<file path="config.mk">
export PLATFORM = sky130hd
export DESIGN_NAME = str2mm_trg
export DESIGN_NICKNAME = d
export VERILOG_FILES = /design/src/rtl/str2mm_trg.sv
export SDC_FILE = /design/constraint.sdc
export NUM_CORES = 2
export LEC_CHECK = 0
export BUFFER_PORTS_ARGS = -buffer_cell sky130_fd_sc_hd__buf_4
export CAP_MARGIN = 10
export CORE_UTILIZATION = 50
export CTS_CLUSTER_DIAMETER = 40
export DETAILED_ROUTE_END_ITERATION = 8
export PLACE_DENSITY = 0.65
export SLEW_MARGIN = 30
export SYNTH_ARGS = -nofsm -noshare
export SYNTH_HDL_FRONTEND = slang
export SYNTH_SLANG_ARGS = --single-unit
</file>
<file path="constraint.sdc">
create_clock -name clk -period 6.8 [get_ports clk]
set_input_delay 1.36 -clock clk [delete_from_list [all_inputs] [get_ports clk]]
set_output_delay 1.36 -clock clk [all_outputs]
set_load 0.05 [all_outputs]
</file>
<file path="src/rtl/str2mm_trg.sv">
// Triggered stream-capture buffer: circular RAM of DL beats (DN samples each)
// fed from a stream. It arms from software and stops POST beats after a
// hardware or software trigger. Registers and the sign-extended captured
// samples are readable over a simple single-cycle strobe bus.
//
// Handshake: a stream beat transfers on every cycle where str_vld and str_rdy
// are both high. str_rdy is held high whenever out of reset, so every valid
// beat transfers. Bus: one wen or ren strobe per access. ack/err/rdata appear
// registered exactly one cycle later, for one cycle. Strobes may repeat every
// cycle.
module str2mm_trg #(
  parameter int DN = 1,
  parameter int DW = 14,
  parameter int DL = 256,
  parameter int CW = 32
) (
  input  logic                 clk,
  input  logic                 rstn,
  input  logic [DN*DW-1:0]     str_dat,
  input  logic                 str_vld,
  output logic                 str_rdy,
  input  logic                 trg,
  input  logic [31:0]          bus_addr,
  input  logic [31:0]          bus_wdata,
  input  logic                 bus_wen,
  input  logic                 bus_ren,
  output logic [31:0]          bus_rdata,
  output logic                 bus_ack,
  output logic                 bus_err,
  output logic [1:0]           dbg_state
);
  localparam int AW = $clog2(DL);
  localparam int LW = $clog2(DN);
  localparam int IW = AW + LW;

  typedef enum logic [1:0] {IDLE = 2'd0, ARMED = 2'd1, TRIG = 2'd2, DONE = 2'd3} state_t;

  state_t            state, state_nxt;
  logic [AW-1:0]     wptr, tptr;
  logic [CW-1:0]     post, cnt, cnt_nxt;
  logic              sts_trg, sts_done, sts_wrap, sw_trg;
  logic [DN*DW-1:0]  mem [DL];

  logic              acc, trig_ev, wr, set_tptr, set_done;
  logic              buf_sel, ctl_wr, post_wr, arm, abort;
  logic [31:0]       off, shift, rd_val;
  logic [IW-1:0]     widx;
  logic [AW-1:0]     rbeat;
  logic [DW-1:0]     rsample;
  logic              rd_err;
  logic              unused;

  assign unused    = ^bus_addr[31:IW+3];
  assign dbg_state = state;

  // Address decode, register/buffer read mux and control-write strobes.
  always_comb begin
    buf_sel = bus_addr[IW+2];
    off     = 32'(bus_addr[IW+1:0]);
    widx    = bus_addr[IW+1:2];
    rbeat   = widx[IW-1:LW];
    shift   = (32'(widx) % 32'(DN)) * 32'(DW);
    rsample = DW'(mem[rbeat] >> shift);
    rd_val  = '0;
    rd_err  = 1'b0;
    if (buf_sel) begin
      rd_val = 32'($signed(rsample));
    end else begin
      case (off)
        32'h00:  rd_val = {30'd0, state};
        32'h04:  rd_val = {29'd0, sts_wrap, sts_done, sts_trg};
        32'h08:  rd_val = 32'(post);
        32'h0C:  rd_val = 32'(tptr);
        32'h10:  rd_val = 32'(wptr);
        default: rd_err = 1'b1;
      endcase
    end
    ctl_wr  = bus_wen && !buf_sel && (off == 32'h00);
    post_wr = bus_wen && !buf_sel && (off == 32'h08);
    arm     = ctl_wr && bus_wdata[0];
    abort   = ctl_wr && bus_wdata[1];
  end

  // Capture FSM next state, RAM write enable and trigger bookkeeping.
  always_comb begin
    state_nxt = state;
    cnt_nxt   = cnt;
    wr        = 1'b0;
    set_tptr  = 1'b0;
    set_done  = 1'b0;
    acc       = str_vld && str_rdy;
    trig_ev   = trg || sw_trg;
    case (state)
      ARMED: begin
        if (trig_ev) begin
          set_tptr = 1'b1;
          if (post == '0) begin
            state_nxt = DONE;
            set_done  = 1'b1;
          end else begin
            wr      = acc;
            cnt_nxt = acc ? CW'(1) : '0;
            if (cnt_nxt == post) begin
              state_nxt = DONE;
              set_done  = 1'b1;
            end else begin
              state_nxt = TRIG;
            end
          end
        end else begin
          wr = acc;
        end
      end
      TRIG: begin
        if (acc) begin
          wr      = 1'b1;
          cnt_nxt = cnt + CW'(1);
          if (cnt_nxt == post) begin
            state_nxt = DONE;
            set_done  = 1'b1;
          end
        end
      end
      default: ;
    endcase
    // A control write overrides the stream-driven transition; arm wins over abort.
    if (arm) state_nxt = ARMED;
    else if (abort) state_nxt = IDLE;
  end

  // FSM state register.
  always_ff @(posedge clk or negedge rstn) begin
    if (!rstn) state <= IDLE;
    else       state <= state_nxt;
  end

  // Pointers, post-trigger counter, status flags and stream ready.
  always_ff @(posedge clk or negedge rstn) begin
    if (!rstn) begin
      str_rdy  <= 1'b0;
      sw_trg   <= 1'b0;
      post     <= '0;
      cnt      <= '0;
      wptr     <= '0;
      tptr     <= '0;
      sts_trg  <= 1'b0;
      sts_done <= 1'b0;
      sts_wrap <= 1'b0;
    end else begin
      str_rdy <= 1'b1;
      sw_trg  <= ctl_wr && bus_wdata[2];
      if (post_wr) post <= CW'(bus_wdata);
      if (arm) begin
        wptr     <= '0;
        cnt      <= '0;
        sts_trg  <= 1'b0;
        sts_done <= 1'b0;
        sts_wrap <= 1'b0;
      end else begin
        cnt <= cnt_nxt;
        if (wr) begin
          wptr <= wptr + AW'(1);
          if (wptr == AW'(DL - 1)) sts_wrap <= 1'b1;
        end
        if (set_tptr) begin
          tptr    <= wptr;
          sts_trg <= 1'b1;
        end
        if (set_done) sts_done <= 1'b1;
      end
    end
  end

  // Sample RAM write port; contents survive reset and abort.
  always_ff @(posedge clk) begin
    if (wr) mem[wptr] <= str_dat;
  end

  // Registered bus response, one cycle after each strobe.
  always_ff @(posedge clk or negedge rstn) begin
    if (!rstn) begin
      bus_ack   <= 1'b0;
      bus_err   <= 1'b0;
      bus_rdata <= '0;
    end else begin
      bus_ack   <= bus_wen || bus_ren;
      bus_err   <= (bus_wen || bus_ren) && rd_err;
      bus_rdata <= bus_ren ? rd_val : 32'd0;
    end
  end
endmodule

</file>
==> qor.yml <==
min_path:
  hp-class: "input port to async pin"
layout:
  drive_above_1_share: 0.329
  fin_util: 0.586
  nFillCells: 20000
  fin_cells: 11200
  multi_input_area_um2: 32000
  area_delta_synth_final_pct: 16.5
  fin_area_um2: 168000
  fin_nets: 7111
  regArea_um2: 111000
logic_synthesis:
  yosysSeqAreaShare: 0.769
  synth_most_common_cell: "edfxtp_1"
  ys.flop_type: "edfxtp_1"
  synth_area_leaders: "edfxtp_1, mux4_2, dfrtp_1"
  synth_edf_count: 3584
  ys_ff_latch: 3705
  synth_commonest_cells: "edfxtp_1, mux4_2, nor2_1"
  ys_warn_count: 0
  syn_avg_cell_area_um2: 22.3
  synth_area_um2: 144000
  synth_cells: 6453
  syn_nets: 6544
  ys_types: 66
  synth_top_area_cell: "edfxtp_1"
  async_flop_share: 0.0327
  synth_top_area_share: 0.748
timing:
  rsz0062_at_grt: "no"
  fin_tns_setup_ns: 0
  drv_slew: 0
  setup_viol: 0
  period_minus_slack_ns: 4.55
  fin_skew_ns: 0.0581
  fin_crit_sh: 0.669
  maxSlewHeadroom: 0.247
  final_hold_viol_count: 0
  tightest_slew_ns: 1.13
  max_freq_ghz: 0.220
pwr:
  vdd_drop_max_mv: 0.217
  p_switching_mw: 11.9
  leakage_nw: 53.8
  swShare: 0.222
  seqPwrFrac: 0.473
  intPower_mw: 41.5
  power_frac_comb: 0.058
  p_per_area_nw_per_um2: 318
  clockPowerShare: 0.469
placed_design:
  placed_cell_area_um2: 151000
  placedCellCount: 10300
  place_congestion: 0.872
  io_buffer_count: 99
  dp_hpwl_mm: 214
global_route:
  grt_pass1_vias: 71000
  grt_antenna_before_repair: 14
  track_usage: 0.255
  grt_pass1_wl_mm: 526
  grt_overflow: 0
  grt_max_degree: 193
routing:
  viasPerCell: 6.35
  vias: 71000
  drt-pass1-iter-count: 7
  route.detailed.drc: 0
  routedWlPerCell_um: 33.0
  postRouteAntennaNets: 0
  drtIter0Drc: 9694
  routed_wl_mm: 369
clocking:
  clkTransAtPathRegs_ns: 0.06
  ctsResizeCount: 0
  htreeDepth: 5
  numCtsBuffers: 460
  root_buffer: "clkbuf_16"
  cts_buffer_depth: 4
  cts_hold_buffers: 0
  clock_sinks: 3705
  postCtsSetupBuffers: 0
  clkLatencyLatePin_ns: 0.98
  cts_tree: "built"
setup_path:
  cp-startpoint: "bus_addr[3]"
  worstReg2RegStart: "post[9]"
  path_max_fanout: 71
  crit_path_end_kind: "flip-flop"
  crit_arrival_ns: 5.36
  crit_path_start_kind: "input port"
  crit_type: "input port to flip-flop"
  worstPathRequired_ns: 7.61
die:
  core_um2: 286000
  die_h_um: 538
  row_count: 196
  pin_count: 121
  die_area_um2: 290000
  start_util: 0.503
  dieWidth_um: 538
flow_run:
  maxCapViolCount: 0
run_status:
  status: "completed"
==> placed cells by master, fill, tap and decap left out, types with 32 or more instances in the layout <==
master         n
edfxtp_1    3584
mux4_2      1022
clkbuf_16    468
buf_4        416
nor2_1       294
mux2i_1      136
dfrtp_1      121
nand2_1       97
mux2_2        85
a22oi_1       75
bufinv_16     67
o21ai_0       65
a21oi_1       60
clkinv_2      58
clkbuf_1      49
clkinvlp_4    45
inv_6         43
clkinv_1      43
clkinv_4      41
nand3_1       40
nor2_4        37
buf_12        37
o22ai_1       34
nand4_1       32
==> power by group through the flow <==
stage	Combinational [mW]	Sequential (mW)	Clock, mW
6_report	3.10	25.2	25.0
5_1_grt	3.20	25.2	26.2
4_1_cts	3.06	25.2	25.3
3_5_place_dp	3.05	25.7	0
3_3_place_gp	2.99	25.7	0
2_1_floorplan	1.47	25.7	0
==> metrics by stage <==
step | setup WS [ns] | hold slack [ns] | power [mW]
after floorplan | 2.48 | 0.465 | 27.2
after global placement | 1.43 | 0.476 | 28.7
after detailed placement | 1.39 | 0.498 | 28.7
after CTS | 2.37 | 0.464 | 53.5
after global routing | 2.17 | 0.496 | 54.6
final | 2.25 | 0.452 | 53.3
==> final timing paths <==
| path | slack [ns] | to | cells past startpoint |
|---|---|---|---|
| max | 2.25 | bus_rdata[19] | 11 |
| min | 0.45 | bus_rdata[4] | 1 |
| max reg2reg | 2.39 | mem[200][12] | 10 |
| min reg2reg | 0.51 | tptr[4] | 1 |
| max in group asynchronous | 4.93 | wptr[3] | 2 |
| min in group clk | 0.51 | tptr[4] | 1 |
==> registers in the layout (all words and copies together), names as in the netlist <==
register / count
str_rdy: 1
post: 32
sts_done: 1
bus_ack: 1
cnt: 32
mem: 3584
sw_trg: 1
sts_wrap: 1
bus_err: 1
tptr: 8
sts_trg: 1
dbg_state: 2
wptr: 8
bus_rdata: 32
==> per-layer routing <==
metal / wire, um / up-vias / part of all wire / GRT usage
met2: 176000 / 3667 / 0.48 / 0.397
met3: 34700 / 601 / 0.094 / 0.0499
met1: 145000 / 38200 / 0.39 / 0.362
met5: 23 / - / 0.000062 / 0
li1: - / 28600 / - / -
met4: 12600 / 4 / 0.034 / 0.0886
==> worst max-delay path, cell delays in order <==
cell,delay [ns]
buf_8,0.64
buf_4,0.59
mux4_2,0.40
mux4_2,0.47
nand2b_1,0.08
nand3_1,0.24
o21ai_0,0.17
and4_1,0.51
o31ai_4,0.30
buf_6,0.23
a21o_1,0.16
==> cell type report <==
cell class	instances	area share
flip-flops and latches	3705	0.660
multi-input cells	2362	0.191
clock buffers	528	0.0719
well taps	3762	0.0281
repair buffers	480	0.0256
clock inverters	317	0.0229
inverters	11	0.000246
diodes	7	0.000105
==> kinds of logic after synthesis <==
family,Yosys count,share of synthesized area
adder cells (fa/ha/maj),7,0.000609
other,1,0.0000261
AO/OA/AOI/OAI,370,0.0174
AND/OR/NAND/NOR,696,0.0222
flip-flops,3705,0.769
XOR/XNOR,45,0.00274
multiplexers,1243,0.176
buffers and inverters,386,0.0114
Power figures use the tool's default switching activity.
